<file path="src/rtl/w5300_pkg.sv">
// Shared constants for the W5300 socket-0 bus responder.
// Addresses are byte addresses on the 8-bit host bus.
package w5300_pkg;

    localparam logic [9:0] A_IR_MSB  = 10'h002;
    localparam logic [9:0] A_IR_LSB  = 10'h003;
    localparam logic [9:0] A_S0_CR   = 10'h203;
    localparam logic [9:0] A_S0_IMR  = 10'h205;
    localparam logic [9:0] A_S0_IR   = 10'h207;
    localparam logic [9:0] A_TX_MSB  = 10'h22E;
    localparam logic [9:0] A_TX_LSB  = 10'h22F;
    localparam logic [9:0] A_RX_MSB  = 10'h230;
    localparam logic [9:0] A_RX_LSB  = 10'h231;

    // 32-bit registers decoded on addr[9:2]
    localparam logic [7:0] G_TX_WRSR = 8'h88;
    localparam logic [7:0] G_TX_FSR  = 8'h89;
    localparam logic [7:0] G_RX_RSR  = 8'h8A;

    localparam logic [7:0] CR_SEND   = 8'h20;
    localparam logic [7:0] CR_RECV   = 8'h40;

    localparam int IR_SENDOK = 4;
    localparam int IR_RECV   = 2;

    typedef enum logic {
        SEND_IDLE,
        SEND_BUSY
    } send_state_e;

    function automatic logic [7:0] be_byte(
        input logic [31:0] v,
        input logic [1:0]  idx
    );
        case (idx)
            2'd0:    return v[31:24];
            2'd1:    return v[23:16];
            2'd2:    return v[15:8];
            default: return v[7:0];
        endcase
    endfunction

endpackage

</file>
<file path="src/rtl/w5300_rx_fifo.sv">
// RX packet word FIFO; push and pop may occur in the same cycle.
module w5300_rx_fifo #(
    parameter int DEPTH = 64,
    localparam int AW = $clog2(DEPTH)
) (
    input  logic          clk,
    input  logic          rst,
    input  logic          push,
    input  logic [15:0]   din,
    input  logic          pop,
    output logic [15:0]   dout,
    output logic [AW:0]   count
);

    localparam logic [AW:0]   FULL  = (AW+1)'(DEPTH);
    localparam logic [AW:0]   CONE  = (AW+1)'(1);
    localparam logic [AW-1:0] PONE  = AW'(1);

    logic [15:0]   mem [DEPTH];
    logic [AW-1:0] wr_ptr;
    logic [AW-1:0] rd_ptr;
    logic          do_push;
    logic          do_pop;

    assign do_pop  = pop && (count != '0);
    assign do_push = push && ((count != FULL) || do_pop);
    assign dout    = mem[rd_ptr];

    always_ff @(posedge clk) begin
        if (do_push) mem[wr_ptr] <= din;
    end

    always_ff @(posedge clk or posedge rst) begin
        if (rst) begin
            wr_ptr <= '0;
            rd_ptr <= '0;
            count  <= '0;
        end else begin
            if (do_push) wr_ptr <= wr_ptr + PONE;
            if (do_pop)  rd_ptr <= rd_ptr + PONE;
            case ({do_push, do_pop})
                2'b10:   count <= count + CONE;
                2'b01:   count <= count - CONE;
                default: count <= count;
            endcase
        end
    end

endmodule

</file>
<file path="src/rtl/w5300_bus_responder.sv">
// W5300 8-bit host bus responder emulating socket 0 registers,
// an RX packet FIFO, a TX word stream and the SEND/RECV interrupts.
module w5300_bus_responder
    import w5300_pkg::*;
#(
    parameter int          RX_DEPTH   = 64,
    parameter logic [31:0] FSR_RESET  = 32'h0000_2000,
    parameter int          SEND_DELAY = 16
) (
    input  logic        clk,
    input  logic        rst,
    input  logic [9:0]  addr,
    input  logic        cs_n,
    input  logic        rd_n,
    input  logic        wr_n,
    input  logic [7:0]  data_in,
    output logic [7:0]  data_out,
    output logic        data_oe,
    output logic        int_n,
    input  logic        rx_valid,
    input  logic        rx_last,
    input  logic [15:0] rx_data,
    output logic        rx_ready,
    output logic        tx_valid,
    output logic [15:0] tx_data
);

    localparam int CW = $clog2(RX_DEPTH) + 1;
    localparam logic [CW-1:0] RX_FULL = CW'(RX_DEPTH);

    logic          cs_q, rd_q, wr_q;
    logic [9:0]    addr_q, acc_addr;
    logic [7:0]    din_q, w_data;
    logic          rd_act, wr_act, rd_act_d, wr_act_d;
    logic          wr_commit, rd_end, wr_cr, tx_push, pop_req;
    logic          push_ok, pop_ok, rx_empty, busy, send_done, s0_int;
    logic [7:0]    imr, ir, ir_set, ir_clr, tx_msb, rd_mux;
    logic [31:0]   wrsr, fsr, rsr;
    logic [15:0]   rx_head, send_cnt;
    logic [CW-1:0] rx_count, cnt_nxt;
    send_state_e   state;

    assign rd_act    = !cs_q && !rd_q;
    assign wr_act    = !cs_q && !wr_q;
    // accesses take effect once the strobe has gone away
    assign wr_commit = wr_act_d && !wr_act;
    assign rd_end    = rd_act_d && !rd_act;
    assign wr_cr     = wr_commit && (acc_addr == A_S0_CR);
    assign tx_push   = wr_commit && (acc_addr == A_TX_LSB) && (fsr != '0);
    assign pop_req   = rd_end && (acc_addr == A_RX_LSB);

    assign rx_empty  = (rx_count == '0);
    assign push_ok   = rx_valid && rx_ready;
    assign pop_ok    = pop_req && !rx_empty;
    assign cnt_nxt   = rx_count + CW'(push_ok) - CW'(pop_ok);
    assign rsr       = 32'({rx_count, 1'b0});

    assign busy      = (state == SEND_BUSY);
    assign send_done = busy && (send_cnt == 16'd1);
    assign s0_int    = |(ir & imr);
    assign ir_clr    = (wr_commit && acc_addr == A_S0_IR) ? w_data : 8'h00;

    always_comb begin
        ir_set            = 8'h00;
        ir_set[IR_SENDOK] = send_done;
        ir_set[IR_RECV]   = push_ok && rx_last;
    end

    always_comb begin
        rd_mux = 8'h00;
        unique case (1'b1)
            addr_q == A_IR_MSB:       rd_mux = 8'h00;
            addr_q == A_IR_LSB:       rd_mux = {7'b0, s0_int};
            addr_q == A_S0_CR:        rd_mux = busy ? CR_SEND : 8'h00;
            addr_q == A_S0_IMR:       rd_mux = imr;
            addr_q == A_S0_IR:        rd_mux = ir;
            addr_q[9:2] == G_TX_WRSR: rd_mux = be_byte(wrsr, addr_q[1:0]);
            addr_q[9:2] == G_TX_FSR:  rd_mux = be_byte(fsr, addr_q[1:0]);
            addr_q[9:2] == G_RX_RSR:  rd_mux = be_byte(rsr, addr_q[1:0]);
            addr_q == A_RX_MSB:       rd_mux = rx_empty ? 8'h00 : rx_head[15:8];
            addr_q == A_RX_LSB:       rd_mux = rx_empty ? 8'h00 : rx_head[7:0];
            default:                  rd_mux = 8'h00;
        endcase
    end

    always_ff @(posedge clk or posedge rst) begin
        if (rst) begin
            cs_q     <= 1'b1;
            rd_q     <= 1'b1;
            wr_q     <= 1'b1;
            addr_q   <= '0;
            din_q    <= '0;
            rd_act_d <= 1'b0;
            wr_act_d <= 1'b0;
            acc_addr <= '0;
            w_data   <= '0;
            data_oe  <= 1'b0;
            data_out <= '0;
        end else begin
            cs_q     <= cs_n;
            rd_q     <= rd_n;
            wr_q     <= wr_n;
            addr_q   <= addr;
            din_q    <= data_in;
            rd_act_d <= rd_act;
            wr_act_d <= wr_act;
            if (rd_act || wr_act) acc_addr <= addr_q;
            if (wr_act) w_data <= din_q;
            data_oe  <= rd_act;
            data_out <= rd_act ? rd_mux : 8'h00;
        end
    end

    always_ff @(posedge clk or posedge rst) begin
        if (rst) begin
            imr      <= 8'hFF;
            ir       <= '0;
            wrsr     <= '0;
            tx_msb   <= '0;
            tx_valid <= 1'b0;
            tx_data  <= '0;
            int_n    <= 1'b1;
            rx_ready <= 1'b1;
        end else begin
            ir       <= (ir & ~ir_clr) | ir_set;
            int_n    <= ~s0_int;
            rx_ready <= (cnt_nxt != RX_FULL);
            tx_valid <= tx_push;
            if (tx_push) tx_data <= {tx_msb, w_data};
            if (wr_commit) begin
                if (acc_addr == A_S0_IMR) imr <= w_data;
                if (acc_addr == A_TX_MSB) tx_msb <= w_data;
                if (acc_addr[9:2] == G_TX_WRSR) begin
                    case (acc_addr[1:0])
                        2'd0:    wrsr[31:24] <= w_data;
                        2'd1:    wrsr[23:16] <= w_data;
                        2'd2:    wrsr[15:8]  <= w_data;
                        default: wrsr[7:0]   <= w_data;
                    endcase
                end
            end
        end
    end

    always_ff @(posedge clk or posedge rst) begin
        if (rst) begin
            state    <= SEND_IDLE;
            send_cnt <= '0;
            fsr      <= FSR_RESET;
        end else begin
            if (tx_push) fsr <= fsr - 32'd2;
            unique case (state)
                SEND_IDLE: begin
                    if (wr_cr) begin
                        case (w_data)
                            CR_SEND: begin
                                send_cnt <= 16'(SEND_DELAY);
                                state    <= SEND_BUSY;
                            end
                            CR_RECV: ;
                            default: ;
                        endcase
                    end
                end
                SEND_BUSY: begin
                    send_cnt <= send_cnt - 16'd1;
                    if (send_cnt == 16'd1) begin
                        fsr   <= FSR_RESET;
                        state <= SEND_IDLE;
                    end
                end
            endcase
        end
    end

    w5300_rx_fifo #(
        .DEPTH (RX_DEPTH)
    ) u_rx_fifo (
        .clk   (clk),
        .rst   (rst),
        .push  (push_ok),
        .din   (rx_data),
        .pop   (pop_req),
        .dout  (rx_head),
        .count (rx_count)
    );

endmodule

</file>
<file path="config.mk">
export PLATFORM = sky130hd
export DESIGN_NAME = w5300_bus_responder
export DESIGN_NICKNAME = d
export VERILOG_FILES = /design/src/rtl/w5300_pkg.sv /design/src/rtl/w5300_rx_fifo.sv /design/src/rtl/w5300_bus_responder.sv
export SDC_FILE = /design/constraint.sdc
export NUM_CORES = 1
export LEC_CHECK = 0
export BUFFER_PORTS_ARGS = -buffer_cell sky130_fd_sc_hd__buf_4
export CAP_MARGIN = 20
export CORE_MARGIN = 4
export CORE_UTILIZATION = 40
export CTS_BUF_LIST = sky130_fd_sc_hd__clkbuf_16
export DETAILED_ROUTE_END_ITERATION = 16
export PLACE_DENSITY = 0.56
export SLEW_MARGIN = 40
export SYNTH_ARGS = -nofsm -noshare
export SYNTH_HDL_FRONTEND = slang
export SYNTH_HIERARCHICAL = 1
export SYNTH_SLANG_ARGS = --single-unit
</file>
<file path="constraint.sdc">
create_clock -name clk -period 8.55 [get_ports clk]
set_input_delay 1.71 -clock clk [delete_from_list [all_inputs] [get_ports clk]]
set_output_delay 1.71 -clock clk [all_outputs]
set_load 0.005 [all_outputs]
</file>
# Word level (Yosys, flattened, before mapping)
# Memory sizes are Yosys's and may differ from the RTL's.
# Index checks and enable logic that the tools add are counted.
# word_totals
reg_bits	192
ramBits	1024
input_bits	41
out_inout_bits	28
wordCells	132
n_memories	1
# mem_list
name	depth	word_bits	rd	rd_clocked_by_memory_dff	wr	line	rtl
u_rx_fifo.mem	64	16	1	0	1	w5300_rx_fifo.sv:19	logic [15:0] mem [DEPTH];
# op_classes
add_sub_neg	8
n_eq_ne	28
muxes	22
bitwise_logic	7
n_reduce_logical	39
# op_table
cell	count
10-bit == test, second input constant	11
32-bit 2-to-1 mux	3
8-bit one-hot mux with 9 select lines	1
8-bit one-hot mux with 3 select lines	2
8-bit 2-to-1 mux	5
8-bit == test, second input constant	4
16-bit 2-to-1 mux	2
16-bit one-hot mux with 2 select lines	1
32-bit nonzero test	1
32-bit by 2-bit subtractor with 32-bit output, second input constant	1
8-bit AND	2
16-bit by 1-bit == test with 1-bit output, second input constant	1
16-bit by 1-bit subtractor with 16-bit output, second input constant	1
1-bit logical AND	15
7-bit != test, second input constant	2
7-bit one-hot mux with 2 select lines	1
6-bit by 1-bit adder with 6-bit output, second input constant	2
3-bit AND reduction	4
10-bit by 2-bit == test with 1-bit output, second input constant	1
8-bit by 6-bit == test with 1-bit output, second input constant	1
8-bit NOT	1
8-bit by 5-bit OR with 8-bit output	1
8-bit OR reduction	1
7-bit by 1-bit adder with 7-bit output	1
other kinds (19)	39

# Depth between registers and ports, before layout
# logic_depth
depth_word	10
depth_mapped	14
depth_no_buf	14

# By module
# Netlist, hierarchy kept.
# by_module_without_submodules
mod	instances	cells_each	area_per_inst_um2	seq_area_each_um2
w5300_rx_fifo	1	2113	40640.2	31224.9
w5300_bus_responder	1	708	8413.1	4321.6

# Worst setup path after synthesis
# No wires, ideal clock.
# synth_path
path_type	input to register
start	input port rx_valid
end	memory u_rx_fifo.mem[61][0], enable pin
setup_ns	0.389
t_arrival_ns	3.295
required_ns	8.161
setup_slack_ns	4.867
path_stages	5
path_buffers	1
cell_sequence	and2_1 o21a_1 clkbuf_1 nand4b_1 nor2_1
# synth_between
elab_chain_cells	4
# synth_lines
element	line	rtl
start, declared	w5300_bus_responder.sv:20	input logic rx_valid,
1-bit logical AND	w5300_bus_responder.sv:53	assign push_ok = rx_valid && rx_ready;
1-bit logical AND	w5300_rx_fifo.sv:26	assign do_push = push && ((count != FULL) || do_pop);
1-bit 2-to-1 mux	w5300_rx_fifo.sv:30	if (do_push) mem[wr_ptr] <= din;
1-bit 2-to-1 mux (not written as such)	w5300_rx_fifo.sv:30	
end, declared	w5300_rx_fifo.sv:19	
# Every way passes these cells.

# Final worst setup path
# layout_path
start	register u_rx_fifo.rd_ptr[1]
end	register data_out[7]
# layout_between
elab_chain_cells	4
# layout_lines
element	line	rtl
start, declared	w5300_rx_fifo.sv:21	logic [AW-1:0] rd_ptr;
start signal, assigned	w5300_rx_fifo.sv:40	if (do_pop) rd_ptr <= rd_ptr + PONE;
memory read 64 x 16 bit	n/a	
named net rx_head[15]	w5300_bus_responder.sv:39	logic [15:0] rx_head, send_cnt;
8-bit 2-to-1 mux	w5300_bus_responder.sv:80	addr_q == A_RX_MSB: rd_mux = rx_empty ? 8'h00 : rx_head[15:8];
8-bit one-hot mux with 9 select lines	w5300_bus_responder.sv:71	unique case (1'b1)
8-bit 2-to-1 mux	w5300_bus_responder.sv:110	data_out <= rd_act ? rd_mux : 8'h00;
end signal, assigned	w5300_bus_responder.sv:110	
end, declared	w5300_bus_responder.sv:17	output logic [7:0] data_out,
# The timed path passes the listed nets, and every way through them passes these cells.
# A chain may end at the register's enable or synchronous reset.

==> results.json <==
{
  "dr.pass1.iters": 5,
  "io_pins": 69,
  "root_buffer": "clkbuf_16",
  "drive_above_1_share_pct": 20.3,
  "cp_slowest_stage_delay_ps": 690,
  "synth_warnings": 6,
  "hold_viol": 0,
  "synth_seq_cells": 1215,
  "synth.most_common_cell": "edfxtp_1",
  "vdd_drop_max_uv": 197,
  "portBuffers": 68,
  "multiInputGateArea_sq_um": 12800,
  "drt.antenna.violating_nets": 0,
  "status": "completed",
  "p_comb_share_pct": 6.1,
  "ys_types": 90,
  "grt_pass1_vias": 26900,
  "fmax_mhz": 238,
  "tightestPinTransition_ps": 894,
  "syn_area_per_cell_sq_um": 17.4,
  "swShare_pct": 22.6,
  "power.switching_mw": 2.93,
  "finalCritPeriodShare_pct": 49.1,
  "hold_buffers": 0,
  "cts_buffers": 130,
  "hold_depth": 1,
  "cts_setup_buffers": 0,
  "r2r_cells": 11,
  "ys_top_cells_by_area": "edfxtp_1, dfrtp_1, mux2i_1, mux4_2, mux2_2",
  "drcViolationCount": 0,
  "cts_resized": 0,
  "synth-edff-count": 1024,
  "grt_pass1_wl_um": 185000,
  "cp_max_fo": 108,
  "seq_power_share_pct": 52.4,
  "synth_top_area_cell": "edfxtp_1",
  "synth-xor-area-share_pct": 0.485,
  "cp.arrival_ps": 4820,
  "dp_cells": 4464,
  "track_usage_pct": 19.6,
  "hp-class": "register to register",
  "internal_power_mw": 10.0,
  "maxCapViolCount": 0,
  "synthFlopType": "edfxtp_1",
  "fin_skew_ps": 20.3,
  "yosys-top-cells-count": "edfxtp_1, mux2i_1, dfrtp_1",
  "place_hpwl_um": 77300,
  "place_congestion": 0.830,
  "rsz0062_at_grt": "false",
  "path_clk_slew_ps": 60,
  "n_fill_cell": 10400,
  "clock_path_buffers": 3,
  "synth_top_family_by_area": "multiplexers",
  "grt_max_degree": 109,
  "whs_ps": 473,
  "die_area_sq_um": 128000,
  "synth_fp_nets": 2883,
  "seqCellArea_sq_um": 35600,
  "area_growth_pct": 14.1,
  "wl_um": 126000,
  "p_leak_nw": 18.1,
  "vias": 26600,
  "vias_per_cell": 5.66,
  "cts_tree": "done",
  "core_area_sq_um": 122000,
  "die_y_um": 358,
  "relSlewSlack_pct": 39.9,
  "ys_seq_area_share_pct": 72.5,
  "critPathCaptureType": "register",
  "synth_compound_area_share_pct": 5.46,
  "period_minus_slack_ps": 4200,
  "setup_tns_ps": 0,
  "synth_cells": 2821,
  "cts.sinks": 1215,
  "setup_violations": 0,
  "syn-cell-area_sq_um": 49100,
  "num_rows": 128,
  "dieWidth_um": 358,
  "yosys.area_share.adder_pct": 0.566,
  "slew_violations": 0,
  "required_ps": 9170,
  "h-tree-depth": 4,
  "path_cells": "buf_12 > buf_12 > buf_12 > mux2i_1 > a22o_1 > a21oi_1 > o2111ai_1 > o22ai_1 > mux2_2 > nand2_1 > a41oi_1",
  "clock_latency_ps": 730,
  "crit_slowest_cell": "dfrtp_4",
  "cpMostUsedCell": "buf_12",
  "wl_per_cell_um": 26.8,
  "antenna_found_initial": 4,
  "powerDensity_nw_per_um2": 232,
  "nNetsFinal": 3034,
  "initial_core_util_pct": 40.3,
  "async_flop_share_pct": 15.7,
  "overflow": 0,
  "synth_top_area_share_pct": 62.7,
  "drt_iter0_drc": 2588,
  "finalNonFillerCells": 4700,
  "synthMuxAreaShare_pct": 14.2,
  "synthSimpleGateAreaFrac_pct": 5.16,
  "worstSetupPathType": "register to register",
  "clkPwrFrac_pct": 41.5,
  "worstSetupStartpointType": "register"
}
-- power groups by stage --
stage | clock network, mW | logic (mW) | registers (mW)
floorplan | 0 | 0.516 | 6.83
global placement | 0 | 0.762 | 6.90
detailed placement | 0 | 0.800 | 6.91
CTS | 5.50 | 0.802 | 6.79
global route | 5.75 | 0.867 | 6.81
finish | 5.38 | 0.796 | 6.79
-- state kept, by name (all words and copies together), names as in the netlist, 10 cells and up --
register and count:
u_rx_fifo/mem 1024, fsr 31, tx_data 16, wrsr 32
send_cnt 16, acc_addr 10, addr_q 10
-- placed cells by master, fill, tap and decap left out, types with 20 or more instances in the layout --
cell type,instances
a21oi_1,74
a22o_1,23
a22oi_1,134
buf_4,162
clkbuf_16,132
clkinv_1,27
clkinv_2,20
dfrtp_1,175
edfxtp_1,1024
inv_1,47
mux2_2,98
mux2i_1,380
mux4_2,90
nand2_1,60
nand3_1,41
nor2_1,107
nor3_1,27
o21ai_0,26
or3_1,21
or4_1,21
-- per-stage QoR --
stage,setup WS (ps),util [%],instance area [sq um],total power [mW]
CTS,4300,46.0,55900,13.1
floorplan,2200,-,49100,7.35
finish,4350,46.0,56000,13.0
detailed placement,4330,42.6,51800,7.71
global route,4190,46.0,56000,13.4
global placement,4170,42.5,51800,7.66
-- final timing paths --
path / start / to / slack (ps)
max: u_rx_fifo/rd_ptr[1]$_DFFE_PP0N_ / data_out[7]$_DFF_PP0_ / 4350
min: din_q[0]$_DFF_PP0_ / w_data[0]$_DFFE_PP0P_ / 470
max reg2reg: u_rx_fifo/rd_ptr[1]$_DFFE_PP0N_ / data_out[7]$_DFF_PP0_ / 4350
min reg2reg: din_q[0]$_DFF_PP0_ / w_data[0]$_DFFE_PP0P_ / 470
max in group asynchronous: rst / send_cnt[15]$_DFFE_PP0P_ / 6320
min in group asynchronous: rst / u_rx_fifo/count[1]$_DFFE_PP0P_ / 1080
-- critical path: cells and delay by family, from the launching register on --
kind / cells / cell delay [ps]
buf+inv: 3 / 1350
simple gates: 1 / 60
compound gates: 5 / 1350
flops: 1 / 690
mux: 2 / 390
-- kinds of logic after synthesis --
family                   Yosys count
XOR/XNOR                          25
AO/OA/AOI/OAI                    375
flip-flops                      1215
AND/OR/NAND/NOR                  438
multiplexers                     570
adder cells (fa/ha/maj)           21
buffers and inverters            177
-- routing by layer --
metal	global-route usage, %	vias up	share of wire, %
li1	-	11600	-
met1	26.8	14000	43
met2	32.2	843	49
met3	3.37	178	5.7
met4	6.40	4	2.8
met5	0	-	0.021
-- layout make-up --
cell class                 count  area share, %
antenna                        4         0.0179
sequential                  1215           63.5
multi-input combinational   1429           22.9
inverter                      25          0.183
tap                         1625           3.63
clock inverter                99           1.41
timing repair buffer         171           2.43
clock buffer                 132           5.90
No activity file was read; power rests on OpenSTA's default activity.
